### src/rtl/trigger_capture.sv
`default_nettype none
// =============================================================================
// Module   : trigger_capture
// Purpose  : Sticky per-bit trigger latch with overrun flags and a saturating
//            event count, frozen into a valid/ack snapshot on request.
// Revision : 1.0 - initial release
// =============================================================================
module trigger_capture #(
    parameter int WIDTH = 32,
    parameter int CNT_W = 8
) (
    input  logic             sys_clk,
    input  logic             reset,
    input  logic [WIDTH-1:0] ep_trigger,
    input  logic [WIDTH-1:0] edge_mode,
    input  logic             update_req,
    input  logic             snap_ack,
    output logic [WIDTH-1:0] snap_data,
    output logic [WIDTH-1:0] snap_overrun,
    output logic [CNT_W-1:0] snap_count,
    output logic             snap_valid,
    output logic             busy
);

    localparam int PW     = $clog2(WIDTH + 1);
    localparam int LEVELS = $clog2(WIDTH);
    localparam int N2     = 1 << LEVELS;
    localparam int SUM_W  = ((CNT_W > PW) ? CNT_W : PW) + 1;
    localparam logic [CNT_W-1:0] C_CNT_MAX = '1;

    typedef enum logic [1:0] {
        S_IDLE = 2'd0,
        S_SNAP = 2'd1,
        S_HOLD = 2'd2
    } state_t;

    state_t           r_state;
    state_t           w_state_next;

    logic [WIDTH-1:0] r_prev;
    logic [WIDTH-1:0] r_latch;
    logic [WIDTH-1:0] r_ovr;
    logic [CNT_W-1:0] r_cnt;

    logic [WIDTH-1:0] w_ev;
    logic [PW-1:0]    w_pop;
    logic [SUM_W-1:0] w_sum;
    logic [CNT_W-1:0] w_cnt_sat;

    // An edge-mode bit only fires when it was low on the previous cycle.
    assign w_ev = ep_trigger & ~(edge_mode & r_prev);

    // Popcount as a balanced binary tree in heap order; leaves padded to 2^n.
    logic [PW-1:0] w_tree [0:2*N2-2];

    generate
        for (genvar i = 0; i < N2; i++) begin : g_leaf
            if (i < WIDTH) begin : g_real
                assign w_tree[N2-1+i] = PW'(w_ev[i]);
            end else begin : g_pad
                assign w_tree[N2-1+i] = '0;
            end
        end
        for (genvar k = 0; k < N2 - 1; k++) begin : g_node
            assign w_tree[k] = w_tree[2*k+1] + w_tree[2*k+2];
        end
    endgenerate

    assign w_pop = w_tree[0];

    assign w_sum     = SUM_W'(r_cnt) + SUM_W'(w_pop);
    assign w_cnt_sat = (w_sum > SUM_W'(C_CNT_MAX)) ? C_CNT_MAX : w_sum[CNT_W-1:0];

    always_ff @(posedge sys_clk or posedge reset) begin
        if (reset) begin
            r_state <= S_IDLE;
        end else begin
            r_state <= w_state_next;
        end
    end

    always_comb begin
        w_state_next = r_state;
        case (r_state)
            S_IDLE: if (update_req) w_state_next = S_SNAP;
            S_SNAP: w_state_next = S_HOLD;
            S_HOLD: if (snap_ack) w_state_next = S_IDLE;
            default: w_state_next = S_IDLE;
        endcase
    end

    assign busy = (r_state == S_SNAP) || (r_state == S_HOLD);

    always_ff @(posedge sys_clk or posedge reset) begin
        if (reset) begin
            r_prev       <= '0;
            r_latch      <= '0;
            r_ovr        <= '0;
            r_cnt        <= '0;
            snap_data    <= '0;
            snap_overrun <= '0;
            snap_count   <= '0;
            snap_valid   <= 1'b0;
        end else begin
            r_prev <= ep_trigger;
            if (r_state == S_SNAP) begin
                // Events arriving on this edge belong to the snapshot being taken.
                snap_data    <= r_latch | w_ev;
                snap_overrun <= r_ovr | (w_ev & r_latch);
                snap_count   <= w_cnt_sat;
                snap_valid   <= 1'b1;
                r_latch      <= '0;
                r_ovr        <= '0;
                r_cnt        <= '0;
            end else begin
                r_latch <= r_latch | w_ev;
                r_ovr   <= r_ovr | (w_ev & r_latch);
                r_cnt   <= w_cnt_sat;
                if ((r_state == S_HOLD) && snap_ack) begin
                    snap_valid <= 1'b0;
                end
            end
        end
    end

endmodule
`default_nettype wire

### config.mk
export PLATFORM = sky130hd
export DESIGN_NAME = trigger_capture
export DESIGN_NICKNAME = d
export VERILOG_FILES = /design/src/rtl/trigger_capture.sv
export SDC_FILE = /design/constraint.sdc
export NUM_CORES = 1
export LEC_CHECK = 0
export BUFFER_PORTS_ARGS = -buffer_cell sky130_fd_sc_hd__buf_2
export CAP_MARGIN = 20
export CELL_PAD_IN_SITES_DETAIL_PLACEMENT = 0
export CELL_PAD_IN_SITES_GLOBAL_PLACEMENT = 1
export CORE_UTILIZATION = 30
export CTS_BUF_LIST = sky130_fd_sc_hd__clkbuf_16
export CTS_CLUSTER_DIAMETER = 100
export CTS_CLUSTER_SIZE = 24
export DETAILED_ROUTE_END_ITERATION = 10
export PLACE_DENSITY = 0.57
export SYNTH_ARGS = -nofsm -noshare
export SYNTH_HDL_FRONTEND = slang
export SYNTH_SLANG_ARGS = --single-unit
### constraint.sdc
create_clock -name sys_clk -period 8.1 [get_ports sys_clk]
set_input_delay 0.81 -clock sys_clk [delete_from_list [all_inputs] [get_ports sys_clk]]
set_output_delay 0.81 -clock sys_clk [all_outputs]
set_load 0.05 [all_outputs]
# Word-level counts from Yosys, hierarchy flattened
# Index checks and enable logic that the tools add are counted.
[totals]
ff_bits = 179
latchBits = 0
mem_bits_rw = 0
rom_bits = 0
inputBits = 68
out_inout_bits = 74
wordCells = 66
mem_count = 0
[op_classes]
addsub = 32
multipliers = 0
div_mod_pow = 0
n_lt_le_gt_ge = 1
eq_ne = 4
shift = 0
mux = 9
bitwise_logic = 6
n_reduce_logical = 5
[op_table]
columns = ["op", "n"]
rows = [
  ["$and 32x32->32", 3],
  ["$add 6x6->6", 15],
  ["$mux 32", 2],
  ["$or 32x32->32", 2],
  ["$add 1x1->2", 16],
  ["$not 32->32", 1],
  ["$mux 8", 2],
  ["$add 8x6->9", 1],
  ["$gt 9x8->1 const B", 1],
  ["$pmux 2 s3", 1],
  ["$mux 2", 2],
  ["$ne 2x2->1 const B", 2],
  ["$eq 2x1->1 const B", 1],
  ["$eq 2x2->1 const B", 1],
  ["$logic_not 2->1", 1],
  ["$mux 1", 2],
  ["$reduce_and 2->1", 1],
  ["$reduce_bool 2->1", 1],
  ["$logic_and 1x1->1", 1],
  ["$logic_or 1x1->1", 1],
]

# Depth between registers and ports, before layout
[logic_depth]
word_depth = 12
mapped_depth = 23
depth_no_buf = 23

# Worst setup path after synthesis
# OpenSTA, ideal clock, no wires.
[synth_path]
path_kind = "input to register"
from = "input port ep_trigger[9]"
to = "register snap_count[5]"
setup_ns = 0.137
t_arrival_ns = 6.130
t_required_ns = 7.963
setup_slack_ns = 1.833
stages = 20
n_path_buf = 0
cell_sequence = "a21boi_0 -> ha_1 -> inv_1 -> fa_1 -> fa_1 -> inv_1 -> fa_1 -> fa_1 -> inv_1 -> fa_1 -> inv_1 -> ha_1 -> fa_1 -> a21o_1 -> a21o_1 -> ha_1 -> a21oi_1 -> a21oi_4 -> a2111oi_2 -> a21oi_1"
[synth_between]
elab_chain_cells = 9
[synth_lines]
columns = ["item", "line", "rtl"]
rows = [
  ["start, declared", "14", "input logic [WIDTH-1:0] ep_trigger,"],
  ["$and 32x32->32 *", "51", "assign w_ev = ep_trigger & ~(edge_mode & r_prev);"],
  ["$add 1x1->2 *", "65", "assign w_tree[k] = w_tree[2*k+1] + w_tree[2*k+2];"],
  ["$add 6x6->6 * (4 in a row)", "65", ""],
  ["$add 8x6->9 *", "71", "assign w_sum = SUM_W'(r_cnt) + SUM_W'(w_pop);"],
  ["$gt 9x8->1", "72", "assign w_cnt_sat = (w_sum > SUM_W'(C_CNT_MAX)) ? C_CNT_MAX : w_sum[CNT_W-1:0];"],
  ["$mux 8 *", "72", ""],
  ["end signal, assigned", "110", "snap_count <= w_cnt_sat;"],
  ["end, declared", "20", "output logic [CNT_W-1:0] snap_count,"],
]
# Every way passes the cells marked *; elsewhere a longest branch is shown, timed or not.
# A chain may end at the register's enable or synchronous reset.

# Worst setup path after layout
[layout_path]
from = "input port ep_trigger[31]"
to = "register snap_count[5]"
# The elaborated chain is that of the path after synthesis.

==> qor.txt <==
Post-Route WL: 15.8 mm
via count: 5076
first-pass GRT wire length: 27.0 mm
setup violators final: 0
adder-cell area share of the yosys netlist: 12.8%
gr ovfl total: 0
# DRC: 0
hold_ws: 0.436 ns
Tot GR Track Use: 13.2%
antenna violations before repair: 0
layout cells sized above 1: 21.5%
# IOs: 142
clock-pin slew on the worst setup and hold paths: 0.07 ns
R2R cell count: 20
Synth area leaders: dfrtp_1 59%, nor2_1 8.9%, a21oi_1 7.2%
DIE AREA: 25900 sq um
DIE WIDTH: 161 um
die height: 161 um
Clock Path Buffers: 2
first-pass iteration count of the detailed router: 4
met3 GRT Util: 3.36%
nets@finish: 961
top-area cell type share of the netlist area: 59.2%
Avg Inst Size Synth: 10.9 sq um
unrepaired setup endpoints after global routing: false
largest family of logic cells by synthesized area: adder cells
part of the cycle the worst path needs: 80.5%
total CTS buffers: 17
crit start category: primary input
TritonCTS clock tree: yes
GPL Wtd Cong: 0.703
vias in the first global route: 5226
status: finished clean
post_cts resized: 0
Worst EP required: 8.35 ns
post-synthesis cell type count: 32
Port Buffers: 141
synthesized net count: 821
# diodes: 0
clock sink total: 179
Seq/Total Area, Yosys: 59.2%
Critical Path End Type: flip-flop
HPWL after DPL: 11.4 mm
TNS Setup: 0 ns
Routed Antenna Nets: 0
simple-gate area share of the yosys netlist: 10.4%
Max Fclk: 153 MHz
Synth Area in Compound Gates: 12.6%
fin crit period: 6.52 ns
clk root buf: clkbuf_16
Worst-Skew Late Latency: 0.42 ns
Starting Density: 30.8%
Yosys top cell by area: dfrtp_1
H-Tree Depth: 4
area delta synth->final: 22.6%
CTS hold repair buffers: 0
Final Hold Viols: 0
WL/cell: 13.5 um
Synthesis Warnings: 0
Max Cap Violations: 0
CP max FO: 8
Cell Area, Synth: 7570 sq um
Starting DRT DRC Count: 180
Synth Area in XOR/XNOR: 0.579%
max-slew violation count: 0
largest net degree at the start of global routing: 110
clk_skew: 0.0119 ns
Worst-Margin Slew: 1.05 ns
Yosys reg bits: 179
drt via density: 4.35
CP arrival: 6.77 ns
r2r setup slk: 1.71 ns
worst hold path type: in -> async
slew margin rel.: 29.7%
mux cell area share after synthesis: 0.265%
Post-CTS Setup Bufs: 0
Cells after Synth: 692
number of core rows: 57
Cell Count Post-Placement: 1137
WS Path Type: in -> reg
GR peak layer: met2
met2 usage: 20.5%
Core Region: 24500 sq um
grt met1 use: 18.3%
Non-Filler Instances: 1167
path summary, 6_finish.rpt:
kind | startpoint | to
worst min register to register | snap_valid$_DFFE_PP0P_ | snap_valid$_DFFE_PP0P_
worst max register to register | r_prev[31]$_DFF_PP0_ | snap_count[5]$_DFFE_PP0P_
max in group asynchronous | reset | r_ovr[26]$_DFF_PP0_
worst max-delay path | ep_trigger[31] | snap_count[5]$_DFFE_PP0P_
worst min-delay path | reset | snap_overrun[8]$_DFFE_PP0P_
min in group sys_clk | snap_valid$_DFFE_PP0P_ | snap_valid$_DFFE_PP0P_
critical path, cell delays in order:
cell and delay (ns):
buf_2 0.08, a21boi_0 0.50, ha_1 0.25, inv_1 0.05
fa_1 0.54, inv_1 0.06, fa_1 0.51, fa_1 0.54
fa_1 0.51, inv_1 0.05, fa_1 0.53, inv_1 0.04
ha_1 0.21, fa_1 0.41, a21o_1 0.17, a21o_1 0.21
ha_1 0.33, a21oi_1 0.29, a21oi_4 0.15, a2111oi_2 0.39
a21oi_1 0.11
layer usage:
layer | share of wire [%] | vias up
li1 | - | 2535
met1 | 50 | 2445
met2 | 45 | 91
met3 | 4.0 | 5
met4 | 0.86 | 0
met5 | 0 | -
cell families (layout without fill, tap and decap cells):
family | count (synthesis) | count (layout)
adders and majority gates | 61 | 61
and+or+nand+nor | 201 | 201
buffers and inverters | 83 | 234
xor gates and xnor gates | 5 | 5
muxes | 2 | 2
DFF | 179 | 179
AOI/OAI and AO/OA | 161 | 161
layout by cell type (no fill, tap or decap), drive strengths merged:
master	netlist	routed
nor2	180	180
nand2b	6	6
buf	3	145
nand4	1	1
nor2b	1	1
clkbuf	21	17
nand2	9	9
clkinv	0	3
mux2i	2	2
or4b	1	1
ha	34	34
a2111oi	2	2
a211oi	2	2
o21a	1	1
o31ai	1	1
dfrtp	179	179
a21boi	32	32
a211o	1	1
o41ai	1	1
a21o	4	4
nand3b	1	1
a21oi	110	110
o21ai	5	5
xor2	2	2
xnor2	3	3
fa	27	27
nand3	2	2
bufinv	0	5
o221ai	1	1
o22a	1	1
inv	59	64
cells in the mapped netlist (all sizes together):
cell and n:
nand3 2, buf 3, o21a 1, o21ai 5, ha 34, xnor2 3
nor2 180, a211oi 2, a21boi 32, o31ai 1, a211o 1, xor2 2
nand2b 6, dfrtp 179, fa 27, or4b 1, nand3b 1, nor2b 1
a21oi 110, nand4 1, clkbuf 21, nand2 9, o22a 1, o221ai 1
a2111oi 2, mux2i 2, a21o 4, inv 59, o41ai 1
cell type report:
type / count / area (sq um)
Tap cell: 324 / 405
Timing Repair Buffer: 145 / 736
Clock buffer: 17 / 425
Inverter: 59 / 226
Clock inverter: 13 / 223
Fill cell: 2519 / 15300
Multi-Input combinational cell: 430 / 2780
Sequential cell: 179 / 4480
registers in the layout (all words and copies together), names as in the netlist:
| signal | count |
|---|---|
| r_latch | 32 |
| r_ovr | 32 |
| r_prev | 32 |
| snap_data | 32 |
| snap_overrun | 32 |
| r_cnt | 8 |
| snap_count | 8 |
| r_state | 2 |
| snap_valid | 1 |
through the flow:
stage / utilization [%] / area (sq um) / setup WS, ns
after floorplan: - / 7570 / 1.83
after global placement: 35.2 / 8630 / 1.19
after detailed placement: 35.2 / 8630 / 1.17
after CTS: 37.8 / 9280 / 1.59
after global routing: 37.8 / 9280 / 1.26
final: 37.8 / 9280 / 1.58
Power is left out: the tool's default activity adds up to more than one toggle a clock period on the data nets, which glitch-free logic cannot reach.
